### src/rtl/bus_grant_ctrl.sv
// bus_grant_ctrl: round-robin owner sequencer for the shared 8-bit data bus.
// Drives one-hot (or all-off) enables to the per-source tri-state buffers and
// always inserts one all-off turnaround cycle between owners.
// Optional build macro BUS_GRANT_TIMEOUT_EN: limits each grant to HOLD_MAX
// cycles and pulses o_timeout on a forced release. Without it the owner keeps
// the bus for as long as its request is held and o_timeout is tied low.
module bus_grant_ctrl #(
    parameter int NREQ     = 4,
    parameter int HOLD_MAX = 8,
    parameter int OWN_W    = 2
) (
    input  logic             i_clk,
    input  logic             i_rst_n,
    input  logic [NREQ-1:0]  i_req,
    output logic [NREQ-1:0]  o_en,
    output logic [OWN_W-1:0] o_owner,
    output logic             o_busy,
    output logic             o_timeout
);

    typedef enum logic [1:0] {
        S_IDLE  = 2'd0,
        S_GRANT = 2'd1,
        S_TURN  = 2'd2
    } state_t;

    state_t           r_state, w_state_nxt;
    logic [NREQ-1:0]  r_en, w_en_nxt;
    logic [OWN_W-1:0] r_owner, w_owner_nxt;
    logic [OWN_W-1:0] r_last, w_last_nxt;
    logic             r_busy, w_busy_nxt;
    logic             r_timeout, w_timeout_nxt;

    logic [OWN_W-1:0] w_win, w_hi_win, w_lo_win;
    logic             w_any, w_hi_any, w_lo_any;
    logic             w_own_req;
    logic             w_hold_done;

    // The owner's request is found through its own enable bit, so no
    // variable index into i_req is needed.
    assign w_own_req = |(i_req & r_en);

    // Round-robin pick: lowest requester above r_last wins, else lowest overall
    // (wrap). A released owner therefore lands at the back of the queue.
    always_comb begin
        w_hi_win = '0;
        w_hi_any = 1'b0;
        w_lo_win = '0;
        w_lo_any = 1'b0;
        for (int k = NREQ - 1; k >= 0; k--) begin
            if (i_req[k]) begin
                if (k > int'(r_last)) begin
                    w_hi_any = 1'b1;
                    w_hi_win = OWN_W'(k);
                end else begin
                    w_lo_any = 1'b1;
                    w_lo_win = OWN_W'(k);
                end
            end
        end
        w_any = w_hi_any | w_lo_any;
        w_win = w_hi_any ? w_hi_win : w_lo_win;
    end

`ifdef BUS_GRANT_TIMEOUT_EN
    localparam int CNT_W = (HOLD_MAX > 2) ? $clog2(HOLD_MAX) : 1;

    logic [CNT_W-1:0] r_cnt, w_cnt_nxt;

    // Release is forced once the counter reaches HOLD_MAX-1, so it never wraps.
    assign w_hold_done = (r_cnt == CNT_W'(HOLD_MAX - 1));

    // Counter restarts on every new grant and advances while the owner stays.
    always_comb begin
        w_cnt_nxt = '0;
        if (r_state == S_GRANT && w_state_nxt == S_GRANT) begin
            w_cnt_nxt = r_cnt + 1'b1;
        end
    end

    // Hold counter register.
    always_ff @(posedge i_clk or negedge i_rst_n) begin
        if (!i_rst_n) begin
            r_cnt <= '0;
        end else begin
            r_cnt <= w_cnt_nxt;
        end
    end
`else
    assign w_hold_done = 1'b0;
`endif

    // Next-state and registered-output logic; hold everything by default.
    always_comb begin
        w_state_nxt   = r_state;
        w_en_nxt      = r_en;
        w_owner_nxt   = r_owner;
        w_busy_nxt    = r_busy;
        w_last_nxt    = r_last;
        w_timeout_nxt = 1'b0;
        case (r_state)
            S_IDLE, S_TURN: begin
                if (w_any) begin
                    w_state_nxt = S_GRANT;
                    w_en_nxt    = NREQ'(1) << w_win;
                    w_owner_nxt = w_win;
                    w_busy_nxt  = 1'b1;
                end else begin
                    w_state_nxt = S_IDLE;
                    w_en_nxt    = '0;
                    w_busy_nxt  = 1'b0;
                end
            end
            S_GRANT: begin
                // Voluntary release takes priority over the timeout.
                if (!w_own_req || w_hold_done) begin
                    w_state_nxt   = S_TURN;
                    w_en_nxt      = '0;
                    w_busy_nxt    = 1'b0;
                    w_last_nxt    = r_owner;
                    w_timeout_nxt = w_own_req;
                end
            end
            default: begin
                w_state_nxt = S_IDLE;
                w_en_nxt    = '0;
                w_busy_nxt  = 1'b0;
            end
        endcase
    end

    // State and output registers; reset drops the enables immediately.
    always_ff @(posedge i_clk or negedge i_rst_n) begin
        if (!i_rst_n) begin
            r_state   <= S_IDLE;
            r_en      <= '0;
            r_owner   <= '0;
            r_busy    <= 1'b0;
            r_timeout <= 1'b0;
            r_last    <= OWN_W'(NREQ - 1);
        end else begin
            r_state   <= w_state_nxt;
            r_en      <= w_en_nxt;
            r_owner   <= w_owner_nxt;
            r_busy    <= w_busy_nxt;
            r_timeout <= w_timeout_nxt;
            r_last    <= w_last_nxt;
        end
    end

    assign o_en      = r_en;
    assign o_owner   = r_owner;
    assign o_busy    = r_busy;
    assign o_timeout = r_timeout;

endmodule

### config.mk
export PLATFORM = sky130hd
export DESIGN_NAME = bus_grant_ctrl
export DESIGN_NICKNAME = d
export VERILOG_FILES = /design/src/rtl/bus_grant_ctrl.sv
export SDC_FILE = /design/constraint.sdc
export NUM_CORES = 1
export LEC_CHECK = 0
export ABC_AREA = 1
export BUFFER_PORTS_ARGS = -buffer_cell sky130_fd_sc_hd__buf_2
export CAP_MARGIN = 20
export CORE_MARGIN = 4
export CORE_UTILIZATION = 45
export CTS_BUF_LIST = sky130_fd_sc_hd__clkbuf_8
export CTS_CLUSTER_SIZE = 14
export DETAILED_ROUTE_END_ITERATION = 6
export PLACE_DENSITY = 0.69
export SETUP_SLACK_MARGIN = 0.5
export SLEW_MARGIN = 20
export SYNTH_ARGS = -nofsm -noshare
export SYNTH_HDL_FRONTEND = slang
export SYNTH_SLANG_ARGS = --single-unit
### constraint.sdc
create_clock -name i_clk -period 1.9 [get_ports i_clk]
set_clock_uncertainty 0.2 [all_clocks]
set_input_delay 0.19 -clock i_clk [delete_from_list [all_inputs] [get_ports i_clk]]
set_output_delay 0.19 -clock i_clk [all_outputs]
set_load 0.03 [all_outputs]
# Word-level counts from Yosys, hierarchy flattened
# Index checks and enable logic that the tools add are counted.
dict set report word_totals {
  in_bits 6
  output_inout_bits 8
  reg_bits 11
  word_cells 56
}
dict set report classes {
  shifts 1
  mux 36
  eq_ne 3
  n_bitwise 3
  n_reduce_logical 5
  order_cmp 3
}
# operator count
set op_table {}
lappend op_table {{$mux W2} 15}
lappend op_table {{$mux W1} 16}
lappend op_table {{$mux W4} 2}
lappend op_table {{$pmux W4 S2} 1}
lappend op_table {{$and A4 B4 Y4} 1}
lappend op_table {{$gt A2 B2 Y1 const A} 2}
lappend op_table {{$pmux W2 S2} 1}
lappend op_table {{$reduce_and A2 Y1} 2}
lappend op_table {{$reduce_or A4 Y1} 1}
lappend op_table {{$shl A1 B2 Y4 const A} 1}
lappend op_table {{$eq A2 B1 Y1 const B} 1}
lappend op_table {{$eq A2 B2 Y1 const B} 1}
lappend op_table {{$gt A1 B2 Y1 const A} 1}
lappend op_table {{$logic_not A2 Y1} 1}
lappend op_table {{$ne A2 B2 Y1 const B} 1}
lappend op_table {{$pmux W1 S2} 1}
lappend op_table {{$reduce_or A2 Y1} 1}
lappend op_table {{$not A1 Y1} 1}
lappend op_table {{$or A1 B1 Y1} 1}

# Logic depth before layout (Yosys ltp)
dict set report depth {
  ltp_word 12
  mapped_depth 10
  depth_no_buf 9
}

# Least setup slack after synthesis
# Ideal clock, no wire load.
dict set report synth_timing {
  path_kind {flip-flop to flip-flop}
  startpoint {register r_last[1]}
  endpoint {register r_owner[1], in the netlist o_owner[1]}
  path_buffers 1
  synth_period_minus_slack_ns 1.432
  arrival_ns 1.106
  setup_time_ns 0.127
  required_time_ns 1.573
  stages_incl_launch_ff 9
  slack_ns 0.468
  path_cell_list {dfstp_2 > buf_6 > inv_2 > nand2_2 > nand2_1 > nand2_2 > nand2_2 > o21ai_4 > o21ai_0}
}
dict set report synth_between {
  elab_chain_len 10
  word_cells_on_any_way 32
  classes_between {order compare (3); mux (27); bitwise (1); reduce/logical (1)}
}
# item line_no
set synth_lines {}
lappend synth_lines {{start, declared} 30} ;# logic [OWN_W-1:0] r_last, w_last_nxt;
lappend synth_lines {{start signal, assigned} 140} ;# r_last <= OWN_W'(NREQ - 1);
lappend synth_lines {{start signal, assigned} 147} ;# r_last <= w_last_nxt;
lappend synth_lines {{$gt A2 B2 Y1} 52} ;# if (k > int'(r_last)) begin
lappend synth_lines {{$mux W1} 52}
lappend synth_lines {{$mux W1} 51} ;# if (i_req[k]) begin
lappend synth_lines {{$mux W1} 52}
lappend synth_lines {{$mux W1} 51}
lappend synth_lines {{$mux W1} 52}
lappend synth_lines {{$mux W1 (2 in a row)} 51}
lappend synth_lines {{$or A1 B1 Y1} 61} ;# w_any = w_hi_any | w_lo_any;
lappend synth_lines {{$reduce_and A2 Y1 (no source line)} -}
lappend synth_lines {{end signal, assigned} 144} ;# r_owner <= w_owner_nxt;
lappend synth_lines {{end, declared} 29} ;# logic [OWN_W-1:0] r_owner, w_owner_nxt;
# Parallel ways exist; a longest one is shown, timed or not.
# A chain may end at the register's enable or synchronous reset.

# Final worst setup path
dict set report layout_timing {
  startpoint {register r_last[1]}
  endpoint {register r_en[2], in the netlist o_en[2]}
}
dict set report layout_between {
  elab_chain_len 12
  word_cells_on_any_way 34
  classes_between {order compare (3); shift (1); mux (29); bitwise (1)}
}
# item line_no
set layout_lines {}
lappend layout_lines {{$gt A2 B2 Y1} 52}
lappend layout_lines {{$mux W2} 52}
lappend layout_lines {{$mux W2} 51}
lappend layout_lines {{$mux W2} 52}
lappend layout_lines {{$mux W2} 51}
lappend layout_lines {{$mux W2} 52}
lappend layout_lines {{$mux W2 (2 in a row)} 51}
lappend layout_lines {{$mux W2} 62} ;# w_win = w_hi_any ? w_hi_win : w_lo_win;
lappend layout_lines {{$shl A1 B2 Y4} 105} ;# w_en_nxt = NREQ'(1) << w_win;
lappend layout_lines {{$mux W4 (*)} 103} ;# if (w_any) begin
lappend layout_lines {{$pmux W4 S2 (*)} 101} ;# case (r_state)
lappend layout_lines {{end signal, assigned} 143} ;# r_en <= w_en_nxt;
lappend layout_lines {{end, declared} 28} ;# logic [NREQ-1:0] r_en, w_en_nxt;
# Mark *: on every way between the ends. The rest lies on a longest branch, timed or not.

==> impl_metrics.tcl <==
set metrics [dict create \
    final_common_cell "nand2_1" \
    antenna_found_initial 0 \
    use_met2_pct 23.8 \
    yosysWarnings 0 \
    hpwlAfterDp_um 995 \
    p_clk_share_pct 15.1 \
    detail-route-antenna-nets 0 \
    path_class "reg2reg" \
    max_freq_mhz 632 \
    numCtsBuffers 3 \
    port_buffers 12 \
    globalplace.congestion 0.836 \
    synth_cell_types 19 \
    grt_max_degree 11 \
    peakVddDrop_v 0.000962 \
    p_sw_share_pct 47.7 \
    top_usage_layer "met2" \
    vias 584 \
    crit_arrival_ns 1.56 \
    drive_gt1_share_pct 43.6 \
    whs_ns 0.140 \
    rsz0062_at_grt "true" \
    max-cap-violations 0 \
    grt_pass1_wl_mm 2.25 \
    drt_iter0_drc 5 \
    hold_path.class "in2async" \
    cts_tree "yes" \
    syn_to_final_growth_pct 35.1 \
    pwr-share-seq_pct 29.7 \
    clkTransAtPathRegs_ns 0.05 \
    synth-seq-area-share_pct 42.2 \
    dieArea_mm2 0.00198 \
    vias_per_cell 5.08 \
    avgSynthCellArea_um2 7.40 \
    num_rows 12 \
    die_y_um 44.5 \
    fin_crit_sh_pct 83.3 \
    power.leakage_nw 0.448 \
    antenna_cells 0 \
    nets 108 \
    powerDensity_mw_per_mm2 1790 \
    clock-sinks 10 \
    root_buffer "clkbuf_8" \
    layout_setup_ws_ns 0.317 \
    routed_wl_mm 1.43 \
    fin_util_pct 68.2 \
    gr-usage-met3_pct 4.47 \
    io_pins 14 \
    post-place-ws_ns 0.381 \
    p_int_uw 757 \
    first_global_vias 564 \
    crit_path_start_kind "flop" \
    path_max_fanout 5 \
    min_period_ns 1.58 \
    floorplan.initialDensity_pct 50.5 \
    use_met1_pct 18.4 \
    netlist_area_um2 599 \
    wl_per_cell_um 12.4 \
    outcome "complete, no violations" \
    die_width_um 44.5 \
    finalHoldViolCount 0 \
    clk_latency_ns 0.23 \
    setup_viol 0 \
    pwr-share-comb_pct 55.2 \
    dr.pass1.iters 4 \
    grtUsageTotal_pct 15.4 \
    most-common-layout-cells "24 x nand2_1, 12 x buf_2, 8 x inv_1" \
    endpoint_kind "flop" \
    drc_errors 0 \
    syn-num-nets 87 \
    overflow 0 \
    crit_required_ns 1.87 \
    power_switching_uw 690 \
    ys_ff_latch 10 \
    core_area_mm2 0.00119 \
    clock_tree.buffer_depth 2 \
    cts-htree-levels 1 \
    synthCells 81 \
    maxSlewViolCount 0 \
    fin_setup_tns_ns 0 \
]
==> cells by family after synthesis <==
logic type | count (synthesis) | share of synthesized area (%)
AND/OR/NAND/NOR | 52 | 39.7
buffers and inverters | 11 | 8.77
flip-flops | 10 | 42.2
other | 1 | 0.626
AO/OA/AOI/OAI | 7 | 8.77
==> power groups by stage <==
stage / Clock, mW / Sequential, mW / Combinational [mW]
floorplan: 0 / 0.538 / 0.378
global placement: 0 / 0.432 / 0.630
detailed placement: 0 / 0.432 / 0.634
CTS: 0.224 / 0.429 / 0.720
global route: 0.240 / 0.447 / 0.872
finish: 0.219 / 0.429 / 0.798
==> layer usage <==
layer / part of all wire, % / wire [µm]
met2: 48 / 677
met1: 45 / 641
met5: 0 / 0
met4: 2.2 / 32
met3: 5.1 / 73
==> synth_stat cells (all sizes together) <==
library cell,count,area share [%]
nand2,34,24
dfstp,2,8.8
dfrtp,8,33
nand3,8,6.7
a21oi,1,0.83
nor2,7,5.6
conb,1,0.63
a22o,1,1.5
o21ai,4,5.2
buf,2,3.1
o21bai,1,1.3
inv,9,5.6
nand4,3,3.1
==> critical path, cell delays in order (launching register included) <==
cell and delay (ns):
dfstp_2 0.60, buf_4 0.13, nand2_2 0.06, nand2_1 0.06
o21ai_1 0.07, nor2_2 0.09, nand2_2 0.09, nand2_4 0.09
nand3_2 0.07, nand2_2 0.06
==> per-stage QoR <==
stage	instances	power (mW)	instance area (µm²)
CTS	113	1.37	761
finish	115	1.45	810
floorplan	81	0.916	601
global route	115	1.56	810
global placement	105	1.06	659
detailed placement	105	1.07	659
==> path summary, 6_finish.rpt <==
kind / startpoint / endpoint / slack, ns / cells past startpoint
worst max-delay path: r_last[1] / o_en[2] / 0.32 / 9
worst min-delay path: i_rst_n / o_en[1] / 0.14 / 2
worst max register to register: r_last[1] / o_en[2] / 0.32 / 9
worst min register to register: o_owner[1] / r_last[1] / 0.29 / 2
max in group asynchronous: i_rst_n / r_last[1] / 1.10 / 2
min in group i_clk: i_req[0] / o_en[2] / 0.21 / 6
==> flip-flops by register name (all words and copies together), names as in the netlist <==
name	cells
o_owner	2
r_state	1
r_last	2
o_busy	1
o_en	4
==> final cells by class <==
| cell class | instances | area [µm²] |
|---|---|---|
| multi-input cells | 60 | 339 |
| clock buffers | 3 | 41.3 |
| inverters | 9 | 33.8 |
| clock inverters | 1 | 3.75 |
| well taps | 14 | 17.5 |
| flip-flops and latches | 10 | 254 |
| fillers | 105 | 377 |
| repair buffers | 18 | 120 |
==> timing repair <==
item                                    in CTS  in global routing
setup buffers                                3                  2
pin swaps                                    3                 10
endpoints found under the setup margin       7                  9
resized for setup                            4                  9
endpoints found under the hold margin       10                  0
hold buffers                                 1                  0
(Power assumes the default switching activity.)
